$ cat src/rtl/vision_stream_pkg.sv
// rtl/vision_stream_pkg.sv - shared beat layout, pixel/pattern types and colour-bar palette
package vision_stream_pkg;

  localparam int RGB_MSB = 25;
  localparam int RGB_LSB = 2;
  localparam int SOP_BIT = 1;
  localparam int EOP_BIT = 0;

  typedef logic [23:0] pixel_t;

  typedef enum logic [1:0] {
    PAT_BARS      = 2'd0,
    PAT_GRADIENT  = 2'd1,
    PAT_CHECKER   = 2'd2,
    PAT_FRAME_CNT = 2'd3
  } pattern_e;

  typedef enum logic [1:0] {
    ST_IDLE   = 2'd0,
    ST_ACTIVE = 2'd1,
    ST_GAP    = 2'd2
  } src_state_e;

  localparam pixel_t BAR_WHITE   = 24'hFFFFFF;
  localparam pixel_t BAR_YELLOW  = 24'hFFFF00;
  localparam pixel_t BAR_CYAN    = 24'h00FFFF;
  localparam pixel_t BAR_GREEN   = 24'h00FF00;
  localparam pixel_t BAR_MAGENTA = 24'hFF00FF;
  localparam pixel_t BAR_RED     = 24'hFF0000;
  localparam pixel_t BAR_BLUE    = 24'h0000FF;
  localparam pixel_t BAR_BLACK   = 24'h000000;

  function automatic pixel_t bar_rgb(input logic [2:0] idx);
    pixel_t c;
    case (idx)
      3'd0:    c = BAR_WHITE;
      3'd1:    c = BAR_YELLOW;
      3'd2:    c = BAR_CYAN;
      3'd3:    c = BAR_GREEN;
      3'd4:    c = BAR_MAGENTA;
      3'd5:    c = BAR_RED;
      3'd6:    c = BAR_BLUE;
      default: c = BAR_BLACK;
    endcase
    return c;
  endfunction

endpackage

$ cat src/rtl/stream_pattern_gen.sv
// rtl/stream_pattern_gen.sv - combinational RGB lookup for the current pixel coordinate
module stream_pattern_gen
  import vision_stream_pkg::*;
#(
  parameter int XW = 10,
  parameter int YW = 9
) (
  input  pattern_e        pat,
  input  logic [XW-1:0]   x,
  input  logic [YW-1:0]   y,
  input  logic [2:0]      bar,
  input  logic [7:0]      frame_cnt,
  output pixel_t          rgb
);

  logic [7:0] x8;
  logic [7:0] y8;

  // Coordinates are zero-extended or truncated to the 8-bit channel width.
  always_comb begin
    x8  = 8'(x);
    y8  = 8'(y);
    rgb = '0;
    case (pat)
      PAT_BARS:      rgb = bar_rgb(bar);
      PAT_GRADIENT:  rgb = {x8, y8, x8 ^ y8};
      PAT_CHECKER:   rgb = (x8[3] ^ y8[3]) ? 24'hFFFFFF : 24'h000000;
      PAT_FRAME_CNT: rgb = {frame_cnt, ~frame_cnt, 8'h80};
      default:       rgb = '0;
    endcase
  end

endmodule

$ cat src/rtl/stream_pattern_source.sv
// rtl/stream_pattern_source.sv - test-pattern frame source with sop/eop markers and ready-latency-1 handshake
module stream_pattern_source
  import vision_stream_pkg::*;
#(
  parameter int DATA_WIDTH = 26,
  parameter int IMAGE_W    = 640,
  parameter int IMAGE_H    = 480,
  parameter int BAR_W      = 80
) (
  input  logic                  clk,
  input  logic                  rst,
  input  logic                  enable,
  input  logic [1:0]            pattern_sel,
  input  logic                  ready_in,
  output logic                  valid_out,
  output logic [DATA_WIDTH-1:0] data_out,
  output logic                  frame_done,
  output logic                  busy
);

  localparam int XW = $clog2(IMAGE_W);
  localparam int YW = $clog2(IMAGE_H);
  localparam int BW = (BAR_W > 1) ? $clog2(BAR_W) : 1;
  localparam logic [XW-1:0] X_LAST   = XW'(IMAGE_W - 1);
  localparam logic [YW-1:0] Y_LAST   = YW'(IMAGE_H - 1);
  localparam logic [BW-1:0] BAR_LAST = BW'(BAR_W - 1);

  src_state_e            state_q, state_d;
  pattern_e              pat_q, pat_d;
  logic [XW-1:0]         x_q, x_d;
  logic [YW-1:0]         y_q, y_d;
  logic [2:0]            bar_q, bar_d;
  logic [BW-1:0]         bar_px_q, bar_px_d;
  logic [7:0]            frame_cnt_q, frame_cnt_d;
  logic                  ready_d_q, ready_d_d;
  logic                  valid_q, valid_d;
  logic [DATA_WIDTH-1:0] data_q, data_d;
  logic                  frame_done_q, frame_done_d;

  logic   sop;
  logic   eop;
  logic   start_frame;
  pixel_t rgb;

  stream_pattern_gen #(
    .XW (XW),
    .YW (YW)
  ) u_gen (
    .pat       (pat_q),
    .x         (x_q),
    .y         (y_q),
    .bar       (bar_q),
    .frame_cnt (frame_cnt_q),
    .rgb       (rgb)
  );

  // ready_in is the value ready_d takes at the upcoming edge, so it qualifies the next beat.
  always_comb begin
    state_d      = state_q;
    pat_d        = pat_q;
    x_d          = x_q;
    y_d          = y_q;
    bar_d        = bar_q;
    bar_px_d     = bar_px_q;
    frame_cnt_d  = frame_cnt_q;
    ready_d_d    = ready_in;
    valid_d      = 1'b0;
    data_d       = data_q;
    frame_done_d = 1'b0;
    start_frame  = 1'b0;
    sop          = (x_q == '0) && (y_q == '0);
    eop          = (x_q == X_LAST) && (y_q == Y_LAST);

    case (state_q)
      ST_IDLE: begin
        if (enable) start_frame = 1'b1;
      end
      ST_ACTIVE: begin
        if (ready_in) begin
          valid_d                   = 1'b1;
          data_d                    = '0;
          data_d[RGB_MSB:RGB_LSB]   = rgb;
          data_d[SOP_BIT]           = sop;
          data_d[EOP_BIT]           = eop;
          if (x_q == X_LAST) begin
            x_d      = '0;
            bar_d    = '0;
            bar_px_d = '0;
            y_d      = eop ? '0 : y_q + 1'b1;
          end else begin
            x_d = x_q + 1'b1;
            if (bar_px_q == BAR_LAST) begin
              bar_px_d = '0;
              bar_d    = bar_q + 3'd1;
            end else begin
              bar_px_d = bar_px_q + 1'b1;
            end
          end
          if (eop) state_d = ST_GAP;
        end
      end
      ST_GAP: begin
        frame_done_d = 1'b1;
        frame_cnt_d  = frame_cnt_q + 8'd1;
        if (enable) start_frame = 1'b1;
        else        state_d     = ST_IDLE;
      end
      default: state_d = ST_IDLE;
    endcase

    if (start_frame) begin
      pat_d    = pattern_e'(pattern_sel);
      x_d      = '0;
      y_d      = '0;
      bar_d    = '0;
      bar_px_d = '0;
      state_d  = ST_ACTIVE;
    end
  end

  always_ff @(posedge clk) begin
    if (rst) begin
      state_q      <= ST_IDLE;
      pat_q        <= PAT_BARS;
      x_q          <= '0;
      y_q          <= '0;
      bar_q        <= '0;
      bar_px_q     <= '0;
      frame_cnt_q  <= '0;
      ready_d_q    <= 1'b0;
      valid_q      <= 1'b0;
      data_q       <= '0;
      frame_done_q <= 1'b0;
    end else begin
      state_q      <= state_d;
      pat_q        <= pat_d;
      x_q          <= x_d;
      y_q          <= y_d;
      bar_q        <= bar_d;
      bar_px_q     <= bar_px_d;
      frame_cnt_q  <= frame_cnt_d;
      ready_d_q    <= ready_d_d;
      valid_q      <= valid_d;
      data_q       <= data_d;
      frame_done_q <= frame_done_d;
    end
  end

  assign valid_out  = valid_q & ready_d_q;
  assign data_out   = data_q;
  assign frame_done = frame_done_q;
  assign busy       = (state_q == ST_ACTIVE);

endmodule
$ cat config.mk
export PLATFORM = sky130hd
export DESIGN_NAME = stream_pattern_source
export DESIGN_NICKNAME = d
export VERILOG_FILES = /design/src/rtl/vision_stream_pkg.sv /design/src/rtl/stream_pattern_gen.sv /design/src/rtl/stream_pattern_source.sv
export SDC_FILE = /design/constraint.sdc
export NUM_CORES = 1
export LEC_CHECK = 0
export CORE_MARGIN = 2
export CORE_UTILIZATION = 53
export CTS_BUF_LIST = sky130_fd_sc_hd__clkbuf_4
export CTS_CLUSTER_SIZE = 14
export DETAILED_ROUTE_END_ITERATION = 7
export GPL_TIMING_DRIVEN = 0
export PLACE_DENSITY = 0.78
export SYNTH_ARGS = -nofsm -noshare
export SYNTH_HDL_FRONTEND = slang
export SYNTH_HIERARCHICAL = 1
export SYNTH_SLANG_ARGS = --single-unit
$ cat constraint.sdc
create_clock -name clk -period 2.1 [get_ports clk]
set_input_delay 0.525 -clock clk [delete_from_list [all_inputs] [get_ports clk]]
set_output_delay 0.525 -clock clk [all_outputs]
set_load 0.05 [all_outputs]
==> flow_summary.ini, run 1 <==
[status]
status = finished, final reports clean

[clock_tree]
tritoncts = done
hold_buffers = 0
htreeDepth = 3
clock_path_buffers = 2
clkLatencyLatePin_ns = 0.43
clock-root-buffer = clkbuf_4
path_clk_slew_ns = 0.12
cts.sinks = 70
cts_buffers = 9

[synthesis]
synth_cells = 420
async_reset_ff_frac = 0
synth_area_per_cell_um2 = 8.03
synth_edf_count = 0
ys_types = 48
synth_top_area_frac = 0.415
syn-num-nets = 433
synth_ff_type = dfxtp_1
seq_area_frac_synth = 0.415
synth_common_cells = nand2_1, dfxtp_1, a21oi_1
synth.area.top_cells = dfxtp_1, nand2_1, a21oi_1
yosysTopAreaCell = dfxtp_1
ys_ff_latch = 70
synth.most_common_cell = nand2_1
ys_warn_count = 6
syn_area_um2 = 3370

[timing]
max_freq_mhz = 496
slew_headroom = 0.553
hold_violations = 0
worst_hold_slack_ns = 0.455
fin_setup_tns_ns = 0
maxSlewViolCount = 0
layout_min_cycle_time_ns = 2.02
finalCritPeriodShare = 0.960
fin_ws_ns = 0.0840
rsz0062_at_grt = true
setup_viol = 0
finClkSkew_ns = 0.0101
worstMarginPinSlew_ns = 0.664

[floorplanning]
die-area_um2 = 7020
die_w_um = 83.8
floorplan.rows = 29
initial_utilization = 0.540
placeableCoreArea_um2 = 6240
dieHeight_um = 83.8
ios = 35

[setup_path]
crit_fanout = 8
ff2ff_path_depth = 6
cp-start-kind = flip-flop
reg2reg_to = y_q[5]
cp_data_required_time_ns = 2.46
critPathKind = reg -> reg
startpoint = x_q[1]
worst_ep_arrival_time_ns = 2.37
end_kind = flip-flop
r2r_start = x_q[1]
rrSetupSlack_ns = 0.08

[detailed_routing]
drcViolationCount = 0
ant_nets = 0
drt_iter0_markers = 124
vias = 3055
drt-wirelength-per-cell_um = 14.7
routed_wl_um = 8080
routed_via_density = 5.54
firstDrtPassIters = 4

[min_path]
hp-start = ready_in
hp-class = in -> reg
min_delay_path_depth = 2
whs_endpoint = ready_d_q

[grt]
grt_max_degree = 14
antenna_found_initial = 0
overflow = 0
grt_pass1_wl_um = 13300
grt_usage = 0.236
first_global_vias = 2799

[place]
hpwl_um = 5970
dpl.cell_count = 530
portBuffers = 33
place.gp.congestion = 0.890
pre_cts_ws_ns = -0.613
dpl_cell_area_um2 = 3800

[pwr]
p_leak_nw = 1.50
ir_drop_uv = 582
power_switching_mw = 0.782
seqPwrFrac = 0.508
p_int_mw = 1.95
combPwrFrac = 0.128
power_mw = 2.73
pwr_density_cell_nw_per_um2 = 682
p_clk_frac = 0.364
p_sw_frac = 0.287

[cells_and_area]
finalInstanceArea_um2 = 4010
drive_gt1_frac = 0.0949
multiInputGateArea_um2 = 1880
n_fill_cell = 592
diodes = 0
utilization = 0.642
seq_area_um2 = 1410
syn2layout_area_growth_pct = 18.7
final_cell_count_no_fill = 551
fin_nets = 482

[job]
drv_cap = 0
[what timing repair did]
action,4_1_cts,5_1_grt
setup buffers,0,5
gates cloned,0,0
endpoints found under the setup margin,45,19
endpoints found under the hold margin,0,0
gates resized for setup,37,9
[placed cells by master, fill, tap and decap left out, types with 2 or more instances in the layout]
| cell type | count |
|---|---|
| mux2i_1 | 4 |
| dlygate4sd2_1 | 27 |
| o31ai_1 | 2 |
| nand3b_1 | 2 |
| nor2_1 | 27 |
| xor2_1 | 10 |
| a21boi_0 | 4 |
| a21o_2 | 2 |
| bufinv_16 | 2 |
| nor3_1 | 8 |
| clkbuf_4 | 9 |
| nand4_1 | 7 |
| nand3_1 | 7 |
| or3_1 | 3 |
| nand2b_1 | 6 |
| or4_1 | 3 |
| inv_1 | 9 |
| dfxtp_1 | 64 |
| nor2b_1 | 10 |
| nor4_1 | 5 |
| buf_2 | 2 |
| o21bai_1 | 6 |
| buf_4 | 7 |
| clkdlybuf4s50_1 | 3 |
| dlymetal6s2s_1 | 2 |
| dfxtp_2 | 4 |
| a21oi_1 | 45 |
| and3_1 | 6 |
| nand2_1 | 87 |
| o21ai_0 | 30 |
| dfxtp_4 | 2 |
| clkinvlp_4 | 2 |
| ha_1 | 6 |
| xnor2_1 | 19 |
| clkbuf_1 | 16 |
[worst max-delay path by stage]
stage	slack (ns)	cells past startpoint	to
floorplan	0.13	6	y_q[5]
global placement	-0.60	5	x_q[9]
detailed placement	-0.61	5	x_q[9]
CTS	0.01	6	y_q[5]
global route	-0.02	5	x_q[3]
finish	0.08	6	y_q[5]
[metal layers]
metal / track usage / part of all wire / up-vias
met4: 0.0821 / 0.020 / 0
met2: 0.377 / 0.46 / 70
met3: 0.0564 / 0.064 / 18
met5: 0 / 0 / -
li1: - / - / 1539
met1: 0.313 / 0.46 / 1428
[kinds of logic (layout without fill, tap and decap cells)]
logic type      Yosys count  after routing  synth area share
simple gates            183            183             0.268
flops                    70             70             0.415
xor+xnor                 29             29            0.0753
mux                       4              4            0.0119
fa+ha+maj                 7              7            0.0260
compound gates           98             98             0.169
buf+inv                  29             83            0.0349
[critical path, stage by stage (launching register included)]
cell     delay (ns)
dfxtp_4        0.42
ha_4           0.17
nand4_4        0.17
or3_1          0.37
buf_2          0.17
or4_1          0.50
a21oi_1        0.16
[cell type report]
type | count | area share
plain buffers | 19 | 0.0200
clock buffers | 9 | 0.0169
clock inverters | 7 | 0.0241
inverters | 10 | 0.00937
multi-input cells | 321 | 0.469
flip-flops and latches | 70 | 0.353
well taps | 77 | 0.0241
repair buffers | 38 | 0.0834
[power groups by stage]
stage | Clock (mW) | Sequential, mW | Combinational (mW)
after floorplan | 0 | 1.52 | 0.155
after global placement | 0 | 1.42 | 0.365
after detailed placement | 0 | 1.42 | 0.368
after CTS | 1.00 | 1.39 | 0.350
after global routing | 1.08 | 1.39 | 0.379
final | 0.994 | 1.39 | 0.350
[registers in the layout, summed over array words and instances, names as in the netlist]
signal,cells
frame_cnt_q,8
y_q,9
ready_d_q,1
valid_q,1
state_q,2
bar_px_q,7
frame_done,1
bar_q,3
pat_q,2
data_out,26
x_q,10
No activity file was read; power rests on OpenSTA's default activity.
==> run 2, diff against run 1 <==
--- a/config.mk
+++ b/config.mk
@@ -5,6 +5,7 @@
 export SDC_FILE = /design/constraint.sdc
 export NUM_CORES = 1
 export LEC_CHECK = 0
+export CAP_MARGIN = 10
 export CORE_MARGIN = 2
 export CORE_UTILIZATION = 53
 export CTS_BUF_LIST = sky130_fd_sc_hd__clkbuf_4
==> results of run 2 <==
Same layout as run 1: the final DEF is identical, and so are final timing and power.
==> run 3, diff against run 2 <==
--- a/config.mk
+++ b/config.mk
@@ -11,8 +11,10 @@
 export CTS_BUF_LIST = sky130_fd_sc_hd__clkbuf_4
 export CTS_CLUSTER_SIZE = 14
 export DETAILED_ROUTE_END_ITERATION = 7
+export GPL_ROUTABILITY_DRIVEN = 0
 export GPL_TIMING_DRIVEN = 0
 export PLACE_DENSITY = 0.78
+export RECOVER_POWER = 100
 export SYNTH_ARGS = -nofsm -noshare
 export SYNTH_HDL_FRONTEND = slang
 export SYNTH_HIERARCHICAL = 1
==> run 3 against run 2 <==
Wire length is 1.1% higher; cell area is 1.4% lower; final cell count is 0.18% lower; clock-buffer cell count stayed put; via count is 0.75% higher; clock skew is 0.0019 ns higher; total power is 0.99% lower; die area stayed put; maximum frequency is 1.8% lower; non-clock buffer count is 1 lower; setup slack worse by 0.037 ns.
==> flow_summary.ini, run 3 (synthesis results as in run 1) <==
[timing]
layout_min_cycle_time_ns = 2.05
fin_setup_tns_ns = 0
finalCritPeriodShare = 0.978
finClkSkew_ns = 0.0120
setup_viol = 0
worstMarginPinSlew_ns = 0.604
rsz0062_at_grt = false
fin_ws_ns = 0.0471
slew_headroom = 0.594
max_freq_mhz = 487
maxSlewViolCount = 0
hold_violations = 0

[setup_path]
cp-start-kind = flip-flop
crit_slowest_cell = clkdlybuf4s50_1
critPathTopFamily = buffers and inverters
worst-path-buf-inv = 1
cpPeakStageDelay_ns = 0.79
critPathKind = reg -> out
cp_data_required_time_ns = 1.57
crit_path_cell_trace = clkdlybuf4s50_1
crit_fanout = 1
worst_ep_arrival_time_ns = 1.53
end_kind = output pin

[grt]
grt-busiest-layer = met2
grt_usage = 0.236
first_global_vias = 2844
grt_use_met2 = 0.367
grtUsageMet1 = 0.322
grt_pass1_wl_um = 13500
antenna_found_initial = 0
met3_usage = 0.0406
grt_max_degree = 13
overflow = 0

[cells_and_area]
fin_nets = 481
final_cell_mix = nand2_1, dfxtp_1, a21oi_1
diodes = 0
largest_register_ff_count = 26
layout_commonest_cell = nand2_1
syn2layout_area_growth_pct = 17.1
drive_gt1_frac = 0.0973

[floorplanning]
floorplan.rows = 29
ios = 35
die_w_um = 83.8
dieHeight_um = 83.8
placeableCoreArea_um2 = 6240
die-area_um2 = 7020
initial_utilization = 0.540

[place]
hpwl_um = 5860
pre_cts_ws_ns = -0.653
portBuffers = 33

[pwr]
ir_drop_uv = 481
pwr_density_cell_nw_per_um2 = 684
p_leak_nw = 1.42

[detailed_routing]
drt_iter0_markers = 173
routed_wl_um = 8170
routed_via_density = 5.60
vias = 3078
firstDrtPassIters = 4
ant_nets = 0
drcViolationCount = 0
drt-wirelength-per-cell_um = 14.9

[clock_tree]
clock_path_buffers = 2
clkLatencyLatePin_ns = 0.41
htreeDepth = 3
hold_buffers = 0
clock-root-buffer = clkbuf_4
path_clk_slew_ns = 0.12
tritoncts = done
cts.sinks = 70
cts_buffers = 9

[status]
status = finished, final reports clean

[job]
drv_cap = 0

[min_path]
hp-class = reg -> reg
## run 3: report_power, final
group	leakage [nW]	internal (mW)	total [mW]	switching, mW
combinational	0.756	0.0970	0.346	0.249
clock	0.0875	0.477	0.971	0.494
sequential	0.572	1.36	1.39	0.0245
## run 3: layout make-up
cell class | instances | area, um^2
Timing Repair Buffer | 37 | 280
Clock inverter | 7 | 87.6
Inverter | 10 | 37.5
Tap cell | 77 | 96.3
Fill cell | 553 | 2290
Clock buffer | 9 | 67.6
Buffer | 19 | 80.1
Sequential cell | 70 | 1420
Multi-Input combinational cell | 321 | 1890
## run 3: per-stage QoR
step | util | std cells | total power, mW | instance area (um^2) | hold slack (ns)
3_5_place_dp | 0.609 | 530 | 1.79 | 3800 | 0.447
2_1_floorplan | - | 420 | 1.67 | 3370 | 0.449
6_report | 0.633 | 550 | 2.70 | 3950 | 0.459
4_1_cts | 0.638 | 548 | 2.73 | 3980 | 0.463
5_1_grt | 0.633 | 550 | 2.81 | 3950 | 0.476
3_3_place_gp | 0.609 | 530 | 1.78 | 3800 | 0.443
## run 3: layer usage
metal  up-vias  routed length [um]
met5         -                   0
met4         0                 209
met3        20                 481
met2        91                3670
met1      1421                3810
li1       1546                   -
## run 3: worst paths after layout
kind | slack, ns | start | end | depth (start not counted)
hold reg to reg | 0.46 | data_out[11] | data_out[11] | 2
setup reg to reg | 0.08 | x_q[7] | y_q[5] | 5
setup / recovery | 0.05 | frame_done | frame_done | 1
hold / removal | 0.46 | data_out[11] | data_out[11] | 2
## run 3: timing repair
item                                    in CTS  in global routing
gates resized for setup                     28                 17
pin swaps                                    0                  0
endpoints found under the setup margin      37                 29
cloned                                       0                  0
setup buffers                                2                  2
